### config.mk
export PLATFORM = sky130hd
export DESIGN_NAME = regfile_dump
export DESIGN_NICKNAME = d
export VERILOG_FILES = /design/src/rtl/regfile_dump.sv
export SDC_FILE = /design/constraint.sdc
export NUM_CORES = 1
export LEC_CHECK = 0
export BUFFER_PORTS_ARGS = -buffer_cell sky130_fd_sc_hd__buf_2
export CORE_MARGIN = 4
export CORE_UTILIZATION = 35
export DETAILED_ROUTE_END_ITERATION = 12
export GPL_ROUTABILITY_DRIVEN = 0
export GPL_TIMING_DRIVEN = 1
export SLEW_MARGIN = 20
export SYNTH_ARGS = -nofsm -noshare
export SYNTH_HDL_FRONTEND = slang
export SYNTH_SLANG_ARGS = --single-unit
### constraint.sdc
create_clock -name clk -period 2.3 [get_ports clk]
set_input_delay 0.46 -clock clk [delete_from_list [all_inputs] [get_ports clk]]
set_output_delay 0.46 -clock clk [all_outputs]
set_load 0.005 [all_outputs]
### src/rtl/regfile_dump.sv
// regfile_dump: walks the integer register file and streams {index, data} beats.
// Define REGDUMP_CHECKSUM_EN to append a trailing XOR-checksum beat.
`ifndef REG_SIZE
`define REG_SIZE 32
`endif
`ifndef REG_DATA_WIDTH
`define REG_DATA_WIDTH 32
`endif
`ifndef RS_WIDTH
`define RS_WIDTH 5
`endif

module regfile_dump #(
    parameter int NREGS = `REG_SIZE,
    parameter int DW    = `REG_DATA_WIDTH,
    parameter int AW    = `RS_WIDTH
) (
    input  logic          clk,
    input  logic          rst_n,
    input  logic          start,
    output logic          busy,
    output logic          done,
    output logic [AW-1:0] rd_addr,
    input  logic [DW-1:0] rd_data,
    output logic          out_valid,
    input  logic          out_ready,
    output logic [AW-1:0] out_index,
    output logic [DW-1:0] out_data,
    output logic          out_last
);

    localparam logic [2:0] S_IDLE = 3'd0;
    localparam logic [2:0] S_LOAD = 3'd1;
    localparam logic [2:0] S_SEND = 3'd2;
    localparam logic [2:0] S_DONE = 3'd4;
`ifdef REGDUMP_CHECKSUM_EN
    localparam logic [2:0] S_CSUM = 3'd3;
`endif

    localparam logic [AW-1:0] LAST_IDX = AW'(NREGS - 1);

    logic [2:0]    state;
    logic [AW-1:0] idx;
    logic          fire;
`ifdef REGDUMP_CHECKSUM_EN
    logic [DW-1:0] csum;
`endif

    assign busy    = (state != S_IDLE);
    assign done    = (state == S_DONE);
    assign rd_addr = idx;
    assign fire    = out_valid && out_ready;
`ifdef REGDUMP_CHECKSUM_EN
    assign out_valid = (state == S_SEND) || (state == S_CSUM);
`else
    assign out_valid = (state == S_SEND);
`endif

    always_ff @(posedge clk or negedge rst_n) begin
        if (!rst_n) begin
            state     <= S_IDLE;
            idx       <= '0;
            out_index <= '0;
            out_data  <= '0;
            out_last  <= 1'b0;
`ifdef REGDUMP_CHECKSUM_EN
            csum      <= '0;
`endif
        end else begin
            unique case (state)
                S_IDLE: begin
                    if (start) begin
                        idx   <= '0;
                        state <= S_LOAD;
`ifdef REGDUMP_CHECKSUM_EN
                        csum  <= '0;
`endif
                    end
                end
                S_LOAD: begin
                    out_data  <= rd_data;
                    out_index <= idx;
                    state     <= S_SEND;
`ifdef REGDUMP_CHECKSUM_EN
                    csum      <= csum ^ rd_data;
                    out_last  <= 1'b0;
`else
                    out_last  <= (idx == LAST_IDX);
`endif
                end
                S_SEND: begin
                    if (fire) begin
                        if (idx == LAST_IDX) begin
`ifdef REGDUMP_CHECKSUM_EN
                            // Checksum beat reuses index 0 as its tag.
                            state     <= S_CSUM;
                            out_index <= '0;
                            out_data  <= csum;
                            out_last  <= 1'b1;
`else
                            state    <= S_DONE;
                            out_last <= 1'b0;
`endif
                        end else begin
                            idx   <= idx + 1'b1;
                            state <= S_LOAD;
                        end
                    end
                end
`ifdef REGDUMP_CHECKSUM_EN
                S_CSUM: begin
                    if (fire) begin
                        state    <= S_DONE;
                        out_last <= 1'b0;
                    end
                end
`endif
                S_DONE: begin
                    state <= S_IDLE;
                end
                default: begin
                    state <= S_IDLE;
                end
            endcase
        end
    end

endmodule

# Word-level counts from Yosys, hierarchy flattened
# Cells that the tools add are included.
# classes
muxes,11
eq_ne,8
reduce_logical,8
add_sub_neg,1
# ops
operator,count
5-bit 2-to-1 mux,3
5-bit one-hot mux with 2 select lines,1
3-bit 2-to-1 mux,3
3-bit one-hot mux with 3 select lines,1
"5-bit by 1-bit adder with 5-bit output, second input constant",1
"5-bit equality test, second input constant",1
"2-bit by 1-bit inequality test with 1-bit output, second input constant",2
"2-bit inequality test, second input constant",2
4-bit AND reduction,1
2-bit nonzero test,2
"3-bit by 1-bit equality test with 1-bit output, second input constant",1
"3-bit by 2-bit equality test with 1-bit output, second input constant",1
"3-bit equality test, second input constant",1
3-bit zero test,1
3-bit AND reduction,1
3-bit nonzero test,1
1-bit 2-to-1 mux,2
1-bit one-hot mux with 2 select lines,1
2-bit AND reduction,1
1-bit logical AND,1
# word_totals
wordCells,33
register_bits,46
input_bits,36
out_inout_bits,46

# Logic depth before layout (Yosys ltp)
# depth
ltp_word,4
ltp_mapped,6
ltp_nobuf,6

# Worst setup path after synthesis
# No wires, ideal clock.
# synth_timing
path_type,register to register
startpoint,register idx[0] (netlist: rd_addr[0])
endpoint,register idx[0] (netlist: rd_addr[0])
synth_period_minus_slack_ps,2048
setup_slack_ps,252
path_stages_with_launch,7
required_ps,2175
setup_ps,125
n_path_buf,0
t_arrival_ps,1924
path_cell_list,dfrtp_1 > ha_1 > and3_1 > ha_1 > nand3b_1 > a211oi_2 > mux2_2
# synth_between
elab_chain_cells,4
word_cells_on_any_way,7
classes_between,add/sub: 1; eq/ne: 2; mux: 3; reduce/logical: 1
# synth_lines
element,line_no,source
start: declaration,43,logic [AW-1:0] idx;
start signal: assignment,105,idx <= idx + 1'b1;
5-bit by 1-bit adder with 5-bit output,105,
5-bit 2-to-1 mux,93,if (idx == LAST_IDX) begin
5-bit 2-to-1 mux,92,if (fire) begin
5-bit one-hot mux with 2 select lines,70,unique case (state)
# Several ways; a longest one is shown, not always the timed one. The select of a mux whose other input is x is not followed.
# A chain may end at the register's enable or synchronous reset.

# Worst setup path after layout
# layout_timing
startpoint,register state[2]
endpoint,output out_valid
# layout_between
elab_chain_cells,1
# layout_lines
element,line_no,source
start: declaration,42,logic [2:0] state;
start signal: assignment,61,state <= S_IDLE;
start signal: assignment,74,state <= S_LOAD;
start signal: assignment,83,state <= S_SEND;
3-bit by 2-bit equality test with 1-bit output,56,assign out_valid = (state == S_SEND);
end: declaration,25,"output logic out_valid,"
# No other way between the ends.

==> results.py <==
metrics = {
    "synthesis": {
        "synth_compound_gate_area_share": 0.0360,
        "syn_area_per_cell_sq_um": 15.0,
        "ys_seq_area_frac": 0.625,
        "syn_area_sq_um": 1840,
        "synth_nets": 161,
        "syn_inst": 123,
        "synthAdderAreaFrac": 0.0136,
        "synth_mux_area_frac": 0.243,
        "synth_top_family_by_area": "multiplexers",
        "synth.area.top_cells": "dfrtp_1 (62%), mux2_2 (23%), buf_2 (1.4%)",
        "yosys.area_share.simple": 0.0591,
        "yosysWarnings": 0,
        "yosysTopAreaCell": "dfrtp_1",
        "synth_xor_area_frac": 0,
        "synth_top_area_frac": 0.625,
        "synth-seq-cells": 46,
        "synth_cell_types": 25,
    },
    "grt": {
        "overflow": 0,
        "grt_max_degree": 34,
        "groute.layer.met1.usage": 0.157,
        "groute.layer.met3.usage": 0.0583,
        "grt_pass1_vias": 1411,
        "grtUsageMet2": 0.200,
        "antenna_found_initial": 0,
        "grt_pass1_wl_um": 6450,
        "grt-busiest-layer": "met2",
        "track_usage": 0.130,
    },
    "detailed_routing": {
        "antenna_left": 0,
        "drt-initial-drc-count": 24,
        "wl_per_cell_um": 13.4,
        "drc": 0,
        "first_pass_iters": 2,
        "num_vias": 1295,
        "routed_wl_um": 3780,
        "vias_per_cell": 4.59,
    },
    "floorplan": {
        "die_y_um": 80.6,
        "design.core.area_sq_um": 5110,
        "die-area_sq_um": 6490,
        "ios": 82,
        "dieWidth_um": 80.6,
        "initial_core_util": 0.361,
        "num_rows": 26,
    },
    "clock_tree": {
        "cts_made_buffers": 5,
        "cts.sinks": 46,
        "clock_latency_ns": 0.29,
        "clock_path_buffers": 2,
        "htreeDepth": 2,
        "post_cts_buffers": 0,
        "hold_buffers": 0,
        "path_clk_slew_ns": 0.09,
        "cts-root-buf": "clkbuf_8",
        "cts_tree": "yes",
        "cts-resized-gates": 0,
    },
    "setup_path": {
        "worstPathArrival_ns": 1.53,
        "crit_path_end_kind": "output port",
        "worst-path-buf-inv": 2,
        "worstPathCellList": "or3b_1, inv_1, buf_2",
        "critical-path-top-delay-family": "simple AND/OR/NAND/NOR gates",
        "critPathLaunchType": "flop",
        "critPathKind": "flop to output port",
        "cpMaxStageDelayCell": "or3b_1",
        "slowest_delay_ns": 0.49,
        "required_ns": 1.84,
        "worstPathMaxFanout": 6,
    },
    "layout": {
        "fin_nets": 249,
        "drive_gt1_frac": 0.646,
        "layout_commonest_cell": "buf_2",
        "fin_area_sq_um": 2500,
        "antenna_cells": 0,
        "mostFrequentLayoutCells": "buf_2 (81), dfrtp_1 (46), mux2_2 (38), clkbuf_8 (6)",
        "syn2layout_area_growth_pct": 35.4,
    },
    "pwr": {
        "power.density_nw_per_um2": 1310,
        "leakagePower_nw": 1.27,
        "vdd_drop_max_mv": 0.498,
    },
    "status": {
        "status": "finished, final reports clean",
    },
    "sta": {
        "setup_viol": 0,
        "rsz0062_at_grt": "false",
        "period_share": 0.867,
        "post-route-min-period_ns": 1.99,
        "worst_pin_slew_ns": 0.742,
        "finalHoldViolCount": 0,
        "max_freq_mhz": 502,
        "finClkSkew_ns": 0.00842,
        "finalSetupTns_ns": 0,
        "slew_violations": 0,
        "slew_headroom": 0.505,
    },
    "place": {
        "place.port_buffers": 81,
        "hpwl_um": 2720,
        "placed_area_sq_um": 2350,
    },
    "hold_path": {
        "hp-class": "primary input to asynchronous set/reset pin",
    },
    "job": {
        "cap_violations": 0,
    },
}
[sequential cells by signal, summed over array words and instances, names as in the netlist]
name	cells
out_data	32
out_index	5
rd_addr	5
state	3
out_last	1
[cells in the mapped netlist]
master / count
or3b_1: 1
nor2_1: 1
nor4bb_1: 1
a21o_2: 1
nor3b_1: 2
a211oi_2: 1
buf_2: 5
o211ai_2: 1
o21bai_1: 1
a22o_1: 1
and3_1: 2
o21ai_0: 2
nand2_1: 2
mux2i_1: 2
inv_1: 5
dfrtp_1: 46
or3_2: 1
nand3b_1: 1
ha_1: 2
o22ai_1: 1
nand2b_1: 2
mux2_2: 38
nand3_1: 2
or4_1: 1
nor2b_1: 1
[stage by stage]
step                 util  worst slack, ns  cells  power [W]  hold WS [ns]
floorplan               -            0.252    123    0.00206         0.164
global placement    0.461            0.385    274    0.00258         0.484
detailed placement  0.461            0.371    274    0.00259         0.490
CTS                 0.489            0.280    282    0.00334         0.255
global route        0.489            0.177    282    0.00354         0.280
finish              0.489            0.307    282    0.00328         0.227
[path summary, 6_finish.rpt]
check	from	to	slack [ns]	depth (start not counted)
worst min-delay path	rst_n	rd_addr[3]	0.23	1
worst max register to register	rd_addr[0]	rd_addr[0]	0.36	6
worst max-delay path	state[2]	out_valid	0.31	3
max in group asynchronous	rst_n	out_data[9]	1.48	2
worst min register to register	out_data[0]	out_data[0]	0.50	1
min in group clk	rd_data[31]	out_data[31]	0.39	2
[where the power goes]
group / switching [W] / leakage (nW) / internal (W) / total (W)
Clock: 0.000263 / 0.0714 / 0.000463 / 0.000726
Combinational: 0.000479 / 0.629 / 0.000711 / 0.00119
Sequential: 0.000195 / 0.567 / 0.00116 / 0.00136
Total: 0.000937 / 1.27 / 0.00234 / 0.00328
[final cells by class]
type | count | area [sq um]
fillers | 491 | 2610
inverters | 5 | 18.8
repair buffers | 86 | 443
clock buffers | 6 | 82.6
clock inverters | 2 | 60.1
multi-input cells | 67 | 653
flip-flops and latches | 46 | 1150
well taps | 70 | 87.6
[logic make-up (layout without fill, tap and decap cells)]
family          count (synthesis)  after routing
flops                          46             46
mux                            40             40
simple gates                   17             17
buf+inv                        10             99
compound gates                  8              8
fa+ha+maj                       2              2
[metal layers]
layer | wire length (um) | part of all wire
met1 | 1630 | 0.43
met3 | 432 | 0.11
met5 | 0 | 0
met4 | 47 | 0.012
met2 | 1670 | 0.44
No activity file was read; power rests on OpenSTA's default activity.
